**src/rtl/demux_1to5_dispatch_pkg.sv**
```systemverilog
// Shared constants and select decode for the 1:5 write-side dispatcher.
package demux_1to5_dispatch_pkg;

    localparam int unsigned NUM_CH  = 5;
    localparam int unsigned SEL_W   = 3;
    localparam logic [SEL_W-1:0] MAX_SEL = 3'd4;
    localparam int unsigned STAT_W  = 16;

    // Illegal selects decode to all-zero so they can never raise a channel valid.
    function automatic logic [NUM_CH-1:0] sel_onehot(input logic [SEL_W-1:0] sel);
        logic [NUM_CH-1:0] oh;
        oh = '0;
        for (int k = 0; k < NUM_CH; k++) begin
            oh[k] = (sel == SEL_W'(k));
        end
        return oh;
    endfunction

endpackage

```
**src/rtl/demux_1to5_dispatch_if.sv**
```systemverilog
// Producer/consumer handshake bundle for the 1:5 dispatcher.
interface demux_1to5_dispatch_if
    import demux_1to5_dispatch_pkg::*;
#(
    parameter int unsigned WIDTH = 32
);
    logic              in_valid;
    logic              in_ready;
    logic [SEL_W-1:0]  in_sel;
    logic [WIDTH-1:0]  in_data;
    logic [NUM_CH-1:0] out_valid;
    logic [NUM_CH-1:0] out_ready;
    logic [WIDTH-1:0]  out_data;
    logic              err_sel;

    modport master (
        output in_valid, in_sel, in_data, out_ready,
        input  in_ready, out_valid, out_data, err_sel
    );

    modport slave (
        input  in_valid, in_sel, in_data, out_ready,
        output in_ready, out_valid, out_data, err_sel
    );
endinterface

```
**src/rtl/demux_1to5_dispatch_fifo.sv**
```systemverilog
// In-order storage for {sel, data} entries; DEPTH must be 2 or 4.
module demux_1to5_dispatch_fifo #(
    parameter int unsigned WIDTH = 35,
    parameter int unsigned DEPTH = 2
) (
    input  logic             clock,
    input  logic             reset_n,
    input  logic             push,
    input  logic [WIDTH-1:0] wdata,
    input  logic             pop,
    output logic [WIDTH-1:0] rdata,
    output logic             full,
    output logic             empty
);
    localparam int unsigned PTR_W = $clog2(DEPTH);
    localparam int unsigned CNT_W = $clog2(DEPTH + 1);

    logic [WIDTH-1:0] mem_q [DEPTH];
    logic [PTR_W-1:0] wr_ptr_q, wr_ptr_d;
    logic [PTR_W-1:0] rd_ptr_q, rd_ptr_d;
    logic [CNT_W-1:0] count_q, count_d;

    function automatic logic [PTR_W-1:0] ptr_inc(input logic [PTR_W-1:0] p);
        return (p == PTR_W'(DEPTH - 1)) ? '0 : p + PTR_W'(1);
    endfunction

    always_comb begin
        wr_ptr_d = push ? ptr_inc(wr_ptr_q) : wr_ptr_q;
        rd_ptr_d = pop ? ptr_inc(rd_ptr_q) : rd_ptr_q;
        count_d  = count_q + CNT_W'(push) - CNT_W'(pop);
    end

    always_ff @(posedge clock or negedge reset_n) begin
        if (!reset_n) begin
            wr_ptr_q <= '0;
            rd_ptr_q <= '0;
            count_q  <= '0;
        end else begin
            wr_ptr_q <= wr_ptr_d;
            rd_ptr_q <= rd_ptr_d;
            count_q  <= count_d;
        end
    end

    // Storage carries no reset; the head is only observed while count_q is non-zero.
    always_ff @(posedge clock) begin
        if (push) begin
            mem_q[wr_ptr_q] <= wdata;
        end
    end

    assign rdata = mem_q[rd_ptr_q];
    assign full  = (count_q == CNT_W'(DEPTH));
    assign empty = (count_q == '0);

endmodule

```
**src/rtl/demux_1to5_dispatch.sv**
```systemverilog
// Buffered 1:5 word dispatcher with select check and error pulse.
// Define DEMUX_DISPATCH_STATS_EN to add per-channel delivery and illegal-select counters.
module demux_1to5_dispatch
    import demux_1to5_dispatch_pkg::*;
#(
    parameter int unsigned WIDTH = 32,
    parameter int unsigned DEPTH = 2
) (
    input  logic clock,
    input  logic reset_n,
    demux_1to5_dispatch_if.slave bus
`ifdef DEMUX_DISPATCH_STATS_EN
    ,
    input  logic                     stat_clr,
    output logic [NUM_CH*STAT_W-1:0] stat_cnt,
    output logic [STAT_W-1:0]        stat_err
`endif
);
    localparam int unsigned EW = WIDTH + SEL_W;

    logic             accept, legal, push, pop;
    logic             full, empty;
    logic [EW-1:0]    head;
    logic [SEL_W-1:0] head_sel;
    logic [WIDTH-1:0] head_data;
    logic [WIDTH-1:0] last_q;
    logic             err_q;

    assign legal  = (bus.in_sel <= MAX_SEL);
    assign accept = bus.in_valid && !full;
    assign push   = accept && legal;

    demux_1to5_dispatch_fifo #(
        .WIDTH(EW),
        .DEPTH(DEPTH)
    ) u_fifo (
        .clock  (clock),
        .reset_n(reset_n),
        .push   (push),
        .wdata  ({bus.in_sel, bus.in_data}),
        .pop    (pop),
        .rdata  (head),
        .full   (full),
        .empty  (empty)
    );

    assign head_sel  = head[EW-1 -: SEL_W];
    assign head_data = head[WIDTH-1:0];

    assign bus.in_ready  = !full;
    assign bus.out_valid = empty ? '0 : sel_onehot(head_sel);
    // When drained, the bus keeps showing the last delivered word.
    assign bus.out_data  = empty ? last_q : head_data;
    assign bus.err_sel   = err_q;
    assign pop           = |(bus.out_valid & bus.out_ready);

    always_ff @(posedge clock or negedge reset_n) begin
        if (!reset_n) begin
            last_q <= '0;
            err_q  <= 1'b0;
        end else begin
            err_q <= accept && !legal;
            if (pop) begin
                last_q <= head_data;
            end
        end
    end

`ifdef DEMUX_DISPATCH_STATS_EN
    logic [STAT_W-1:0] cnt_q [NUM_CH];
    logic [STAT_W-1:0] err_cnt_q;

    always_ff @(posedge clock or negedge reset_n) begin
        if (!reset_n) begin
            for (int k = 0; k < NUM_CH; k++) cnt_q[k] <= '0;
            err_cnt_q <= '0;
        end else if (stat_clr) begin
            for (int k = 0; k < NUM_CH; k++) cnt_q[k] <= '0;
            err_cnt_q <= '0;
        end else begin
            for (int k = 0; k < NUM_CH; k++) begin
                if (bus.out_valid[k] && bus.out_ready[k] && (cnt_q[k] != '1)) begin
                    cnt_q[k] <= cnt_q[k] + STAT_W'(1);
                end
            end
            if (accept && !legal && (err_cnt_q != '1)) begin
                err_cnt_q <= err_cnt_q + STAT_W'(1);
            end
        end
    end

    always_comb begin
        stat_cnt = '0;
        for (int k = 0; k < NUM_CH; k++) begin
            stat_cnt[k*STAT_W +: STAT_W] = cnt_q[k];
        end
    end

    assign stat_err = err_cnt_q;
`endif

endmodule

```
**src/flat_wrapper.sv**
```systemverilog
// flat-port wrapper written by rule: the top's interface ports become plain ports
module demux_1to5_dispatch_flat import demux_1to5_dispatch_pkg::*;
#(
    parameter int unsigned WIDTH = 32,
    parameter int unsigned DEPTH = 2
)
  (clock, reset_n, bus_in_valid, bus_in_sel, bus_in_data, bus_out_ready, bus_in_ready, bus_out_valid, bus_out_data, bus_err_sel);
  demux_1to5_dispatch_if #(.WIDTH(WIDTH)) bus_i ();
  input  logic clock;
  input  logic reset_n;
  input wire logic [$bits(bus_i.in_valid)-1:0] bus_in_valid;
  input wire logic [$bits(bus_i.in_sel)-1:0] bus_in_sel;
  input wire logic [$bits(bus_i.in_data)-1:0] bus_in_data;
  input wire logic [$bits(bus_i.out_ready)-1:0] bus_out_ready;
  output wire logic [$bits(bus_i.in_ready)-1:0] bus_in_ready;
  output wire logic [$bits(bus_i.out_valid)-1:0] bus_out_valid;
  output wire logic [$bits(bus_i.out_data)-1:0] bus_out_data;
  output wire logic [$bits(bus_i.err_sel)-1:0] bus_err_sel;
  assign bus_i.in_valid = bus_in_valid;
  assign bus_i.in_sel = bus_in_sel;
  assign bus_i.in_data = bus_in_data;
  assign bus_i.out_ready = bus_out_ready;
  assign bus_in_ready = bus_i.in_ready;
  assign bus_out_valid = bus_i.out_valid;
  assign bus_out_data = bus_i.out_data;
  assign bus_err_sel = bus_i.err_sel;
  demux_1to5_dispatch #(.WIDTH(WIDTH), .DEPTH(DEPTH)) u_core (.clock(clock), .reset_n(reset_n), .bus(bus_i));
endmodule
```
**config.mk**
```make
export PLATFORM = sky130hd
export DESIGN_NAME = demux_1to5_dispatch_flat
export DESIGN_NICKNAME = d
export VERILOG_FILES = /design/src/rtl/demux_1to5_dispatch_pkg.sv /design/src/rtl/demux_1to5_dispatch_if.sv /design/src/rtl/demux_1to5_dispatch_fifo.sv /design/src/rtl/demux_1to5_dispatch.sv /design/src/flat_wrapper.sv
export SDC_FILE = /design/constraint.sdc
export NUM_CORES = 1
export LEC_CHECK = 0
export BUFFER_PORTS_ARGS = -buffer_cell sky130_fd_sc_hd__buf_2
export CORE_MARGIN = 4
export CORE_UTILIZATION = 50
export CTS_BUF_LIST = sky130_fd_sc_hd__clkbuf_16
export DETAILED_ROUTE_END_ITERATION = 8
export PLACE_DENSITY_LB_ADDON = 0.08
export RECOVER_POWER = 25
export SYNTH_ARGS = -nofsm -noshare
export SYNTH_HDL_FRONTEND = slang
export SYNTH_SLANG_ARGS = --single-unit
```
**constraint.sdc**
```tcl
create_clock -name clock -period 2.54 [get_ports clock]
set_input_delay 0.762 -clock clock [delete_from_list [all_inputs] [get_ports clock]]
set_output_delay 0.762 -clock clock [all_outputs]
set_load 0.005 [all_outputs]
```
Word-level counts from Yosys, hierarchy flattened --
Memory sizes are Yosys's and may differ from the RTL's. Cells that the tools add are included.
Cells by class: equality and inequality tests 5, muxes and demuxes 6, order comparisons 1, add/sub/neg operators 4, reductions and logical operators 8, bitwise logic cells 1
Operators with widths (count):
- 32-bit 2-to-1 mux | 1
- 3-bit by 2-bit equality test with 1-bit output, second input constant | 2
- 5-bit bitwise AND | 1
- 5-bit 2-to-1 mux | 1
- 5-bit OR reduction | 1
- 1-bit 2-to-1 mux | 4
- 3-bit by 1-bit equality test with 1-bit output, second input constant | 1
- 3-bit equality test, second input constant | 1
- 3-bit less-or-equal comparator, second input constant | 1
- 1-bit logical AND | 3
- 3-bit zero test | 1
- 1-bit adder, second input constant | 2
- 2-bit by 1-bit adder with 2-bit output | 1
- 2-bit equality test, second input constant | 1
- 1-bit zero test | 2
- 2-bit zero test | 1
- 2-bit by 1-bit subtractor with 2-bit output | 1
Storage, ports and cells: bits in registers 37, output and inout port bits 39, logic and storage cells 31, memories 1, bits in writable memories 70
Memories:
- u_core.u_fifo.mem_q | depth 2, bits a word 35, rd ports 1, clocked after memory_dff 0, wr ports 1, RTL line demux_1to5_dispatch_fifo.sv:18 | logic [WIDTH-1:0] mem_q [DEPTH];

Depth between registers and ports, before layout --
Gate-level depths: netlist of the first run.
depth in word-level cells 6, mapped depth 11, mapped depth without buffers 8

Hierarchy --
Synthesis of the first run repeated with hierarchy kept, for this count alone.
Unflattened totals: cell total of the unflattened synthesis 246, area, all modules 4732.0 um^2
Modules (own cells, without submodules):
- demux_1to5_dispatch_fifo | cells an instance 124, area an instance 2872.8 um^2, instances 1
- demux_1to5_dispatch | cells an instance 122, area an instance 1859.3 um^2, instances 1

Least setup slack after synthesis of the first run --
OpenSTA, ideal clock, no wires.
path type in2reg, start point in bus_in_sel[1], end point mem u_core.u_fifo.mem_q[0][0], enable pin, cell stages on the path 3, setup slack -530 ps, arrival time 2643 ps, required time 2113 ps, library setup time 427 ps, cell sequence o21ai_0 nand3_1 nor2_1
On the way: cells in the longest elaborated chain, start to end 4
Ends and longest elaborated chain:
- start: declaration | RTL line flat_wrapper.sv:12 | input wire logic [$bits(bus_i.in_sel)-1:0] bus_in_sel;
- 3-bit less-or-equal comparator | RTL line demux_1to5_dispatch.sv:29 | assign legal = (bus.in_sel <= MAX_SEL);
- 1-bit logical AND | RTL line demux_1to5_dispatch.sv:31 | assign push = accept && legal;
- 1-bit 2-to-1 mux | RTL line demux_1to5_dispatch_fifo.sv:47 | if (push) begin
- 1-bit 2-to-1 mux (not written as such) | RTL line demux_1to5_dispatch_fifo.sv:48 | mem_q[wr_ptr_q] <= wdata;
- end: declaration | RTL line demux_1to5_dispatch_fifo.sv:18
No other way between the ends.

Worst setup path after layout of the first run --
start point reg u_core.u_fifo.count_q[1], end point out bus_out_data[31]
On the way: cells in the longest elaborated chain, start to end 2
Ends and longest elaborated chain:
- start: declaration | RTL line demux_1to5_dispatch_fifo.sv:21 | logic [CNT_W-1:0] count_q, count_d;
- start signal: assignment | RTL line demux_1to5_dispatch_fifo.sv:41 | count_q <= count_d;
- 2-bit zero test | RTL line demux_1to5_dispatch_fifo.sv:54 | assign empty = (count_q == '0);
- 32-bit 2-to-1 mux | RTL line demux_1to5_dispatch.sv:53 | assign bus.out_data = empty ? last_q : head_data;
- end: declaration | RTL line flat_wrapper.sv:17 | output wire logic [$bits(bus_i.out_data)-1:0] bus_out_data;
No other way between the ends.

==> impl_metrics.env, run 1 <==
export IMPL_final_common_cell="edfxtp_1"
export IMPL_grt_use_met3_pct=4.23
export IMPL_die_x_um=102
export IMPL_hp_class="primary input to asynchronous set/reset pin"
export IMPL_p_sw_mw=2.21
export IMPL_final_cell_mix="edfxtp_1, buf_2, mux2i_1, nor2_1, dfrtp_1"
export IMPL_switching_share_pct=34.7
export IMPL_cts_sinks=107
export IMPL_die_h_um=102
export IMPL_first_iter_violations=74
export IMPL_vias=2608
export IMPL_io_buffers=81
export IMPL_reg2reg_depth=8
export IMPL_grt_use_met2_pct=26.5
export IMPL_nFillCells=721
export IMPL_comb_power_share_pct=37.1
export IMPL_ctsResizeCount=1
export IMPL_dp_hpwl_um=5380
export IMPL_cp_data_required_time_ns=1.78
export IMPL_syn_area_um2=4430
export IMPL_initial_core_util_pct=51.1
export IMPL_cts_inserted_buffers=9
export IMPL_worst_pin_slew_ns=0.624
export IMPL_cp_top_family="flip-flops"
export IMPL_track_usage_pct=15.9
export IMPL_clock_latency_ns=0.34
export IMPL_cp_cell_sequence="or2_2 -> buf_4 -> a21oi_1 -> buf_2"
export IMPL_ys_types=25
export IMPL_clk_pin_slew_ns=0.07
export IMPL_wirelength_um=7960
export IMPL_setup_worst_path_end="bus_out_data[31]"
export IMPL_area_delta_synth_final_pct=20.3
export IMPL_cts_tree="built"
export IMPL_holdWs_ns=0.432
export IMPL_power_density_nw_per_um2=1190
export IMPL_cts_max_path_buffers=2
export IMPL_rrSetupSlack_ns=0.30
export IMPL_synth_nets=367
export IMPL_grt_max_degree=37
export IMPL_worstSetupPathDepth=4
export IMPL_drcViolationCount=0
export IMPL_slew_viol_final=0
export IMPL_diodes=0
export IMPL_p_leak_nw=2.28
export IMPL_ctsRootBufferMaster="clkbuf_16"
export IMPL_period_share_pct=97.1
export IMPL_antenna_found_initial=0
export IMPL_path_max_fanout=30
export IMPL_fin_nets=454
export IMPL_gr_usage_met1_pct=20.8
export IMPL_setup_violations=0
export IMPL_fin_crit_ns=2.47
export IMPL_rsz0062_at_grt="false"
export IMPL_regToRegStartpoint="u_core.u_fifo.rd_ptr_q"
export IMPL_routabilityCongestion=0.741
export IMPL_grt_pass1_vias=2572
export IMPL_cp_startpoint="u_core.u_fifo.count_q[1]"
export IMPL_post_drt_wl_per_cell_um=15.2
export IMPL_critical_path_class="flip-flop to output pin"
export IMPL_fin_tns_setup_ns=0
export IMPL_slowest_stage="dfrtp_1"
export IMPL_worstPathArrival_ns=1.70
export IMPL_synth_seq_cells=107
export IMPL_grt_pass1_wl_um=12600
export IMPL_critPathCaptureType="output pin"
export IMPL_clockPowerShare_pct=22.1
export IMPL_netlist_instances=322
export IMPL_internal_power_mw=4.16
export IMPL_maxSlewHeadroom_pct=58.4
export IMPL_hold_viol=0
export IMPL_ant_nets=0
export IMPL_drive_gt1_share_pct=24.9
export IMPL_fmax_mhz=405
export IMPL_grt_most_used_layer="met2"
export IMPL_max_cap_violations=0
export IMPL_syn_avg_cell_area_um2=13.8
export IMPL_io_pins=82
export IMPL_yosys_warnings=0
export IMPL_start_kind="flip-flop"
export IMPL_status="finished, final reports clean"
export IMPL_core_area_um2=8680
export IMPL_rows=34
export IMPL_cts_setup_buffers=0
export IMPL_avgViaCountPerCell=5.00
export IMPL_sequentialPowerShare_pct=40.8
export IMPL_path_buf_inv=2
export IMPL_ys_seq_area_share_pct=68.3
export IMPL_hold_buffers=0
export IMPL_irDropWorstVdd_mv=0.588
export IMPL_power_mw=6.37
export IMPL_die_area_um2=10400
export IMPL_cts_max_level=3
export IMPL_r2r_end="u_core.u_fifo.count_q[1]"
export IMPL_worst_path_largest_cell_delay_ns=0.41
export IMPL_grt_ovfl_total=0
export IMPL_fin_worst_skew_ns=0.00909
export IMPL_firstDrtPassIters=4
[logic make-up after synthesis]
logic type | after synthesis | share of synthesized area (%)
DFF | 107 | 68.3
muxes | 67 | 15.4
and+or+nand+nor | 55 | 5.36
buffers and inverters | 50 | 5.08
AOI/OAI and AO/OA | 37 | 4.35
xor gates and xnor gates | 4 | 0.960
adders and majority gates | 2 | 0.564
[worst min path at each step]
stage | depth (start not counted) | slack (ns) | from | endpoint
after CTS | 1 | 0.46 | reset_n | u_core.last_q[14]
after global placement | 1 | 0.50 | u_core.u_fifo.count_q[1] | u_core.u_fifo.count_q[1]
final | 1 | 0.43 | reset_n | u_core.last_q[11]
after global routing | 1 | 0.47 | reset_n | u_core.last_q[20]
after floorplan | 0 | 0.47 | reset_n | u_core.bus.err_sel
after detailed placement | 1 | 0.50 | u_core.u_fifo.count_q[1] | u_core.u_fifo.count_q[1]
[flip-flops by register name, indices dropped and copies added (netlist names)]
register	cells
u_core.u_fifo.rd_ptr_q	1
u_core.u_fifo.mem_q	70
u_core.u_fifo.wr_ptr_q	1
u_core.last_q	32
u_core.u_fifo.count_q	2
u_core.bus.err_sel	1
[layout make-up]
type                            count  area (um^2)  share of cell area (%)
Clock buffer                        9          225                    4.22
Multi-Input combinational cell    165         1220                    22.8
Sequential cell                   107         3030                    56.8
Tap cell                          108          135                    2.53
Timing Repair Buffer               92          512                    9.59
Inverter                           34          128                    2.39
Clock inverter                      7         88.8                    1.67
[through the flow]
step	worst slack (ns)	cells	utilization, %	cell area [um^2]
3_3_place_gp	0.332	506	57.8	5020
2_1_floorplan	-0.530	322	-	4430
3_5_place_dp	0.276	506	57.8	5020
6_report	0.0733	522	61.5	5340
4_1_cts	0.0294	522	61.5	5340
5_1_grt	0.00289	522	61.5	5340
[cells in the mapped netlist]
cell / instances / area (um^2)
mux2i_1: 66 / 661
mux2i_4: 1 / 22.5
o2111ai_1: 1 / 8.76
o21ai_0: 3 / 15.0
xor2_2: 1 / 16.3
buf_1: 3 / 11.3
and3b_1: 2 / 17.5
or2_0: 1 / 6.26
inv_1: 34 / 128
clkbuf_1: 5 / 18.8
nor3_1: 3 / 15.0
nand2b_1: 1 / 6.26
a21oi_1: 32 / 160
nor3b_1: 3 / 22.5
xnor2_1: 3 / 26.3
buf_2: 3 / 15.0
nand3_1: 1 / 5.00
nand2_1: 2 / 7.51
buf_6: 4 / 45.0
buf_4: 1 / 7.51
dfrtp_1: 37 / 926
ha_1: 2 / 25.0
o221ai_1: 1 / 8.76
nor2_1: 42 / 158
edfxtp_1: 70 / 2100
[power groups by stage]
stage          clock network [mW]  registers [mW]  logic, mW
2_1_floorplan                   0            2.57       1.63
3_3_place_gp                    0            2.61       2.33
3_5_place_dp                    0            2.63       2.40
4_1_cts                      1.44            2.60       2.41
5_1_grt                      1.52            2.65       2.65
6_report                     1.41            2.60       2.36
[routing by layer]
metal | vias up | routed length [um]
li1 | 1291 | -
met1 | 1248 | 3480
met2 | 59 | 3940
met3 | 10 | 434
met4 | 0 | 94
met5 | - | 0
Power figures use the tool's default switching activity.
==> run 2, diff against run 1 <==
--- a/config.mk
+++ b/config.mk
@@ -6,6 +6,7 @@
 export NUM_CORES = 1
 export LEC_CHECK = 0
 export BUFFER_PORTS_ARGS = -buffer_cell sky130_fd_sc_hd__buf_2
+export CORE_ASPECT_RATIO = 1.2
 export CORE_MARGIN = 4
 export CORE_UTILIZATION = 50
 export CTS_BUF_LIST = sky130_fd_sc_hd__clkbuf_16
==> constraint.sdc (replaced) <==
create_clock -name clock -period 2.54 [get_ports clock]
set_input_delay 0 -clock clock [delete_from_list [all_inputs] [get_ports clock]]
set_output_delay 0 -clock clock [all_outputs]
set_load 0.005 [all_outputs]
==> run 2 against run 1 <==
Effect of this change: first-iteration DRC count is 6.8% higher; register-to-register slack worse by 0.04 ns; cell area is 6.4% higher; worst setup slack better by 0.19 ns; clock power is 8% higher; hold slack worse by 0.10 ns; clock skew is 0.00086 ns lower; critical path depth is 4 higher; via count is 5.5% higher; global-route usage is 1.4 points higher; sequential share of layout area is 3.4 points lower; combinational power hardly changed.
==> impl_metrics.env, run 2 (synthesis results as in run 1) <==
export IMPL_fin_crit_ns=2.28
export IMPL_maxSlewHeadroom_pct=39.7
export IMPL_ctsRootBufferMaster="clkbuf_16"
export IMPL_fmax_mhz=438
export IMPL_start_kind="flip-flop"
export IMPL_period_share_pct=89.8
export IMPL_rsz0062_at_grt="false"
export IMPL_clk_pin_slew_ns=0.07
export IMPL_diodes=0
export IMPL_routabilityCongestion=0.768
export IMPL_setup_violations=0
export IMPL_fin_area_um2=5680
export IMPL_regMostFlops="u_core.u_fifo.mem_q"
export IMPL_area_delta_synth_final_pct=28.1
export IMPL_post_drt_wl_per_cell_um=14.6
export IMPL_largest_register_ffs=70
export IMPL_core_area_um2=8610
export IMPL_power_mw=6.48
export IMPL_cts_tree="built"
export IMPL_irDropWorstVdd_mv=0.577
export IMPL_regToRegStartpoint="u_core.u_fifo.rd_ptr_q"
export IMPL_drive_gt1_share_pct=19.0
export IMPL_clock_latency_ns=0.33
export IMPL_critical_path_class="flip-flop to flip-flop"
export IMPL_first_iter_violations=79
export IMPL_fin_nets=487
export IMPL_power_density_nw_per_um2=1140
export IMPL_die_x_um=94.0
export IMPL_dp_hpwl_um=5140
export IMPL_track_usage_pct=17.3
export IMPL_path_max_fanout=12
export IMPL_hold_viol=0
export IMPL_final_cell_mix="edfxtp_1, mux2i_1, buf_2, nor2_1, dlygate4sd3_1"
export IMPL_avgViaCountPerCell=4.88
export IMPL_nFillCells=685
export IMPL_initial_core_util_pct=51.5
export IMPL_place_area_um2=4990
export IMPL_top_regs="u_core.u_fifo.mem_q x70, u_core.last_q x32, u_core.u_fifo.count_q x2"
export IMPL_die_area_um2=10400
export IMPL_ant_nets=0
export IMPL_p_leak_nw=2.39
export IMPL_fin_worst_skew_ns=0.00823
export IMPL_final_common_cell="edfxtp_1"
export IMPL_antenna_found_initial=0
export IMPL_reg2reg_depth=8
export IMPL_worstPathArrival_ns=2.54
export IMPL_cp_startpoint="u_core.u_fifo.rd_ptr_q"
export IMPL_cp_cell_sequence="mux2i_4 -> mux2i_1 -> o221ai_4 -> ha_1 -> inv_1 -> ha_1 -> xnor2_1 -> xnor2_1"
export IMPL_slowest_stage="dfrtp_2"
export IMPL_cp_data_required_time_ns=2.80
export IMPL_io_buffers=81
export IMPL_max_cap_violations=0
export IMPL_holdWs_ns=0.328
export IMPL_drcViolationCount=0
export IMPL_grt_ovfl_total=0
export IMPL_hp_class="primary input to asynchronous set/reset pin"
export IMPL_rrSetupSlack_ns=0.26
export IMPL_setup_worst_path_end="u_core.u_fifo.count_q[1]"
export IMPL_rows=37
export IMPL_worst_pin_slew_ns=0.904
export IMPL_ff_latch_area_um2=3030
export IMPL_cts_max_level=3
export IMPL_multi_input_area_um2=1210
export IMPL_cts_inserted_buffers=9
export IMPL_worst_path_largest_cell_delay_ns=0.54
export IMPL_slew_viol_final=0
export IMPL_r2r_end="u_core.u_fifo.count_q[1]"
export IMPL_ctsResizeCount=0
export IMPL_io_pins=82
export IMPL_vias=2751
export IMPL_wirelength_um=8230
export IMPL_critPathCaptureType="flip-flop"
export IMPL_grt_pass1_vias=2968
export IMPL_grt_pass1_wl_um=14000
export IMPL_cts_max_path_buffers=2
export IMPL_firstDrtPassIters=4
export IMPL_grt_max_degree=38
export IMPL_status="finished, final reports clean"
export IMPL_die_h_um=111
export IMPL_cts_sinks=107
-- run 2: where the power goes --
| part | total [mW] | switching [mW] | internal, mW |
|---|---|---|---|
| Combinational | 2.34 | 1.28 | 1.06 |
| Sequential | 2.62 | 0.246 | 2.37 |
| Clock | 1.52 | 0.565 | 0.954 |
-- run 2: how the worst min path moves through the flow --
stage / end / slack (ns) / cells after the start
after floorplan: u_core.bus.err_sel / -0.30 / 0
after global routing: u_core.u_fifo.mem_q[1][14] / 0.38 / 2
after global placement: u_core.u_fifo.count_q[1] / 0.19 / 1
after CTS: u_core.u_fifo.count_q[1] / 0.36 / 2
final: u_core.u_fifo.count_q[1] / 0.33 / 2
after detailed placement: u_core.u_fifo.count_q[0] / 0.18 / 1
-- run 2: timing repair --
action	in CTS	in global routing
setup buffers	0	0
endpoints found under the hold margin	108	0
hold buffers	38	0
-- run 2: through the flow --
stage               cells  setup WS (ns)  utilization, %  setup TNS (ns)
floorplan             322        -0.0738               -           -5.17
global placement      510          0.331            58.0               0
detailed placement    510          0.258            58.0               0
CTS                   564          0.248            66.3               0
global route          564          0.120            66.0               0
finish                564          0.259            66.0               0
-- run 2: cell type report --
cell class | count | area share [%]
Clock buffer | 9 | 3.97
Clock inverter | 7 | 1.94
Inverter | 34 | 2.25
Multi-Input combinational cell | 165 | 21.4
Sequential cell | 107 | 53.3
Tap cell | 117 | 2.58
Timing Repair Buffer | 125 | 14.6
-- run 2: worst max-delay path, delay by kind of cell (launching register included) --
family / cells / cell delay, ns
muxes: 2 / 0.71
DFF: 1 / 0.54
adders and majority gates: 2 / 0.47
xor gates and xnor gates: 2 / 0.30
AOI/OAI and AO/OA: 1 / 0.15
buffers and inverters: 1 / 0.04
-- run 2: per-layer routing --
layer	track usage (%)	up-vias	share of wire [%]
met4	5.68	0	0.83
met5	0	-	0
met2	32.1	51	55
met3	3.39	6	3.5
met1	19.3	1333	41
li1	-	1361	-
==> run 3, diff against run 2 <==
==> constraint.sdc (replaced) <==
create_clock -name clock -period 2.54 [get_ports clock]
set_input_delay 0.508 -clock clock [delete_from_list [all_inputs] [get_ports clock]]
set_output_delay 0.508 -clock clock [all_outputs]
set_load 0.005 [all_outputs]
==> run 3 against run 2 <==
Effect of this change: final cell count is 6.2% lower; sequential cell count stayed put; critical path depth is 4 lower; register-to-register slack hardly changed; hold slack worse by 0.084 ns; clock skew is 0.0043 ns lower; first-iteration DRC count is 11% higher; via count is 5.9% lower; critical endpoint is now bus_out_data[25]; sequential power hardly changed; die area stayed put.
==> impl_metrics.env, run 3 (synthesis results as in run 1) <==
export IMPL_clock_latency_ns=0.34
export IMPL_fmax_mhz=422
export IMPL_first_iter_violations=88
export IMPL_multi_input_area_um2=1210
export IMPL_final_common_cell="edfxtp_1"
export IMPL_fin_cells=529
export IMPL_slew_viol_final=0
export IMPL_hold_buffers=0
export IMPL_area_delta_synth_final_pct=18.5
export IMPL_cts_sinks=107
export IMPL_switching_share_pct=33.2
export IMPL_top_regs="u_core.u_fifo.mem_q x70, u_core.last_q x32, u_core.u_fifo.count_q x2"
export IMPL_die_x_um=94.0
export IMPL_diodes=0
export IMPL_grt_ovfl_total=0
export IMPL_power_density_nw_per_um2=1180
export IMPL_final_cell_mix="edfxtp_1, mux2i_1, buf_2, nor2_1, inv_1"
export IMPL_start_kind="flip-flop"
export IMPL_max_cap_violations=0
export IMPL_worstPathArrival_ns=1.86
export IMPL_cp_data_required_time_ns=2.03
export IMPL_critPathCaptureType="output pin"
export IMPL_clk_pin_slew_ns=0.07
export IMPL_wirelength_um=7880
export IMPL_dp_hpwl_um=5300
export IMPL_drcViolationCount=0
export IMPL_status="finished, final reports clean"
export IMPL_ctsResizeCount=0
export IMPL_cts_max_level=3
export IMPL_rows=37
export IMPL_cts_inserted_buffers=9
export IMPL_cts_tree="built"
export IMPL_die_area_um2=10400
export IMPL_hold_viol=0
export IMPL_critical_path_class="flip-flop to output pin"
export IMPL_grt_max_degree=34
export IMPL_irDropWorstVdd_mv=0.543
export IMPL_die_h_um=111
export IMPL_regMostFlops="u_core.u_fifo.mem_q"
export IMPL_core_area_um2=8610
export IMPL_largest_register_ffs=70
export IMPL_maxSlewHeadroom_pct=47.9
export IMPL_nFillCells=714
export IMPL_cts_setup_buffers=0
export IMPL_vias=2590
export IMPL_initial_core_util_pct=51.5
export IMPL_clockPowerShare_pct=21.0
export IMPL_rsz0062_at_grt="false"
export IMPL_io_pins=82
export IMPL_place_inst=513
export IMPL_comb_power_share_pct=36.8
export IMPL_routabilityCongestion=0.701
export IMPL_path_max_fanout=29
export IMPL_fin_area_um2=5250
export IMPL_ctsRootBufferMaster="clkbuf_16"
export IMPL_drive_gt1_share_pct=22.3
export IMPL_p_leak_nw=2.25
export IMPL_holdWs_ns=0.244
export IMPL_grt_pass1_wl_um=13100
export IMPL_antenna_found_initial=0
export IMPL_grt_pass1_vias=2725
export IMPL_post_drt_wl_per_cell_um=14.9
export IMPL_worst_pin_slew_ns=0.781
export IMPL_period_share_pct=93.2
export IMPL_ff_latch_area_um2=3030
export IMPL_p_sw_mw=2.06
export IMPL_io_buffers=81
export IMPL_fin_worst_skew_ns=0.00391
export IMPL_track_usage_pct=16.5
export IMPL_firstDrtPassIters=4
export IMPL_fin_crit_ns=2.37
export IMPL_place_area_um2=4990
export IMPL_sequentialPowerShare_pct=42.2
export IMPL_setup_violations=0
export IMPL_cts_max_path_buffers=2
export IMPL_internal_power_mw=4.14
export IMPL_ant_nets=0
export IMPL_hp_class="primary input to asynchronous set/reset pin"
export IMPL_utilization_pct=61.0
export IMPL_fin_tns_setup_ns=0
export IMPL_avgViaCountPerCell=4.90
export IMPL_fin_nets=452
[run 3: cell types whose count changed in the layout (fill, tap and decap cells not counted), moves of 2 or more]
| cell | before | now |
|---|---|---|
| dlygate4sd3_1 | 38 | 0 |
| clkbuf_1 | 23 | 16 |
| inv_1 | 36 | 38 |
| buf_2 | 57 | 65 |
| bufinv_16 | 3 | 1 |
| buf_12 | 2 | 0 |
| buf_4 | 4 | 8 |
[run 3: final cells by class]
cell class,instances,share of cell area [%]
flip-flops and latches,107,57.7
multi-input cells,165,23.1
repair buffers,90,8.69
clock buffers,9,4.29
well taps,117,2.79
inverters,34,2.43
clock inverters,7,1.02
[run 3: final timing paths]
path                                             start                   endpoint  slack, ns  cells after the start
min in group clock                      bus_in_data[4]  u_core.u_fifo.mem_q[1][4]       0.35                      1
worst max register to register  u_core.u_fifo.rd_ptr_q   u_core.u_fifo.count_q[1]       0.25                      8
worst max-delay path            u_core.u_fifo.rd_ptr_q           bus_out_data[25]       0.17                      4
max in group asynchronous                      reset_n          u_core.last_q[27]       1.71                      2
worst min register to register        u_core.last_q[9]           u_core.last_q[9]       0.52                      2
worst min-delay path                           reset_n           u_core.last_q[0]       0.24                      1
[run 3: through the flow]
stage                     setup WS (ns)  power [mW]
after floorplan                  -0.276        4.20
after global placement            0.336        4.92
after detailed placement          0.249        4.98
after CTS                        0.0174        6.30
after global routing             0.0317        6.66
final                             0.172        6.19
[run 3: worst max-delay path, stage by stage, from the launching register on]
cell and delay, ns:
dfrtp_2 0.53, buf_6 0.40, mux2i_1 0.29, a21oi_1 0.12
buf_2 0.15
[run 3: power groups by stage]
stage               clock network, mW  registers (mW)  logic [mW]
global placement                    0            2.62        2.29
global route                     1.42            2.67        2.57
detailed placement                  0            2.65        2.33
finish                           1.30            2.61        2.28
floorplan                           0            2.57        1.63
CTS                              1.34            2.61        2.34
[run 3: per-layer routing]
layer  share of wire [%]  vias to the layer above  GRT usage (%)
met5                   0                        -              0
met4                 1.8                        0           7.80
met3                 4.5                       11           3.26
met2                  52                       59           28.3
met1                  41                     1233           19.7
li1                    -                     1287              -
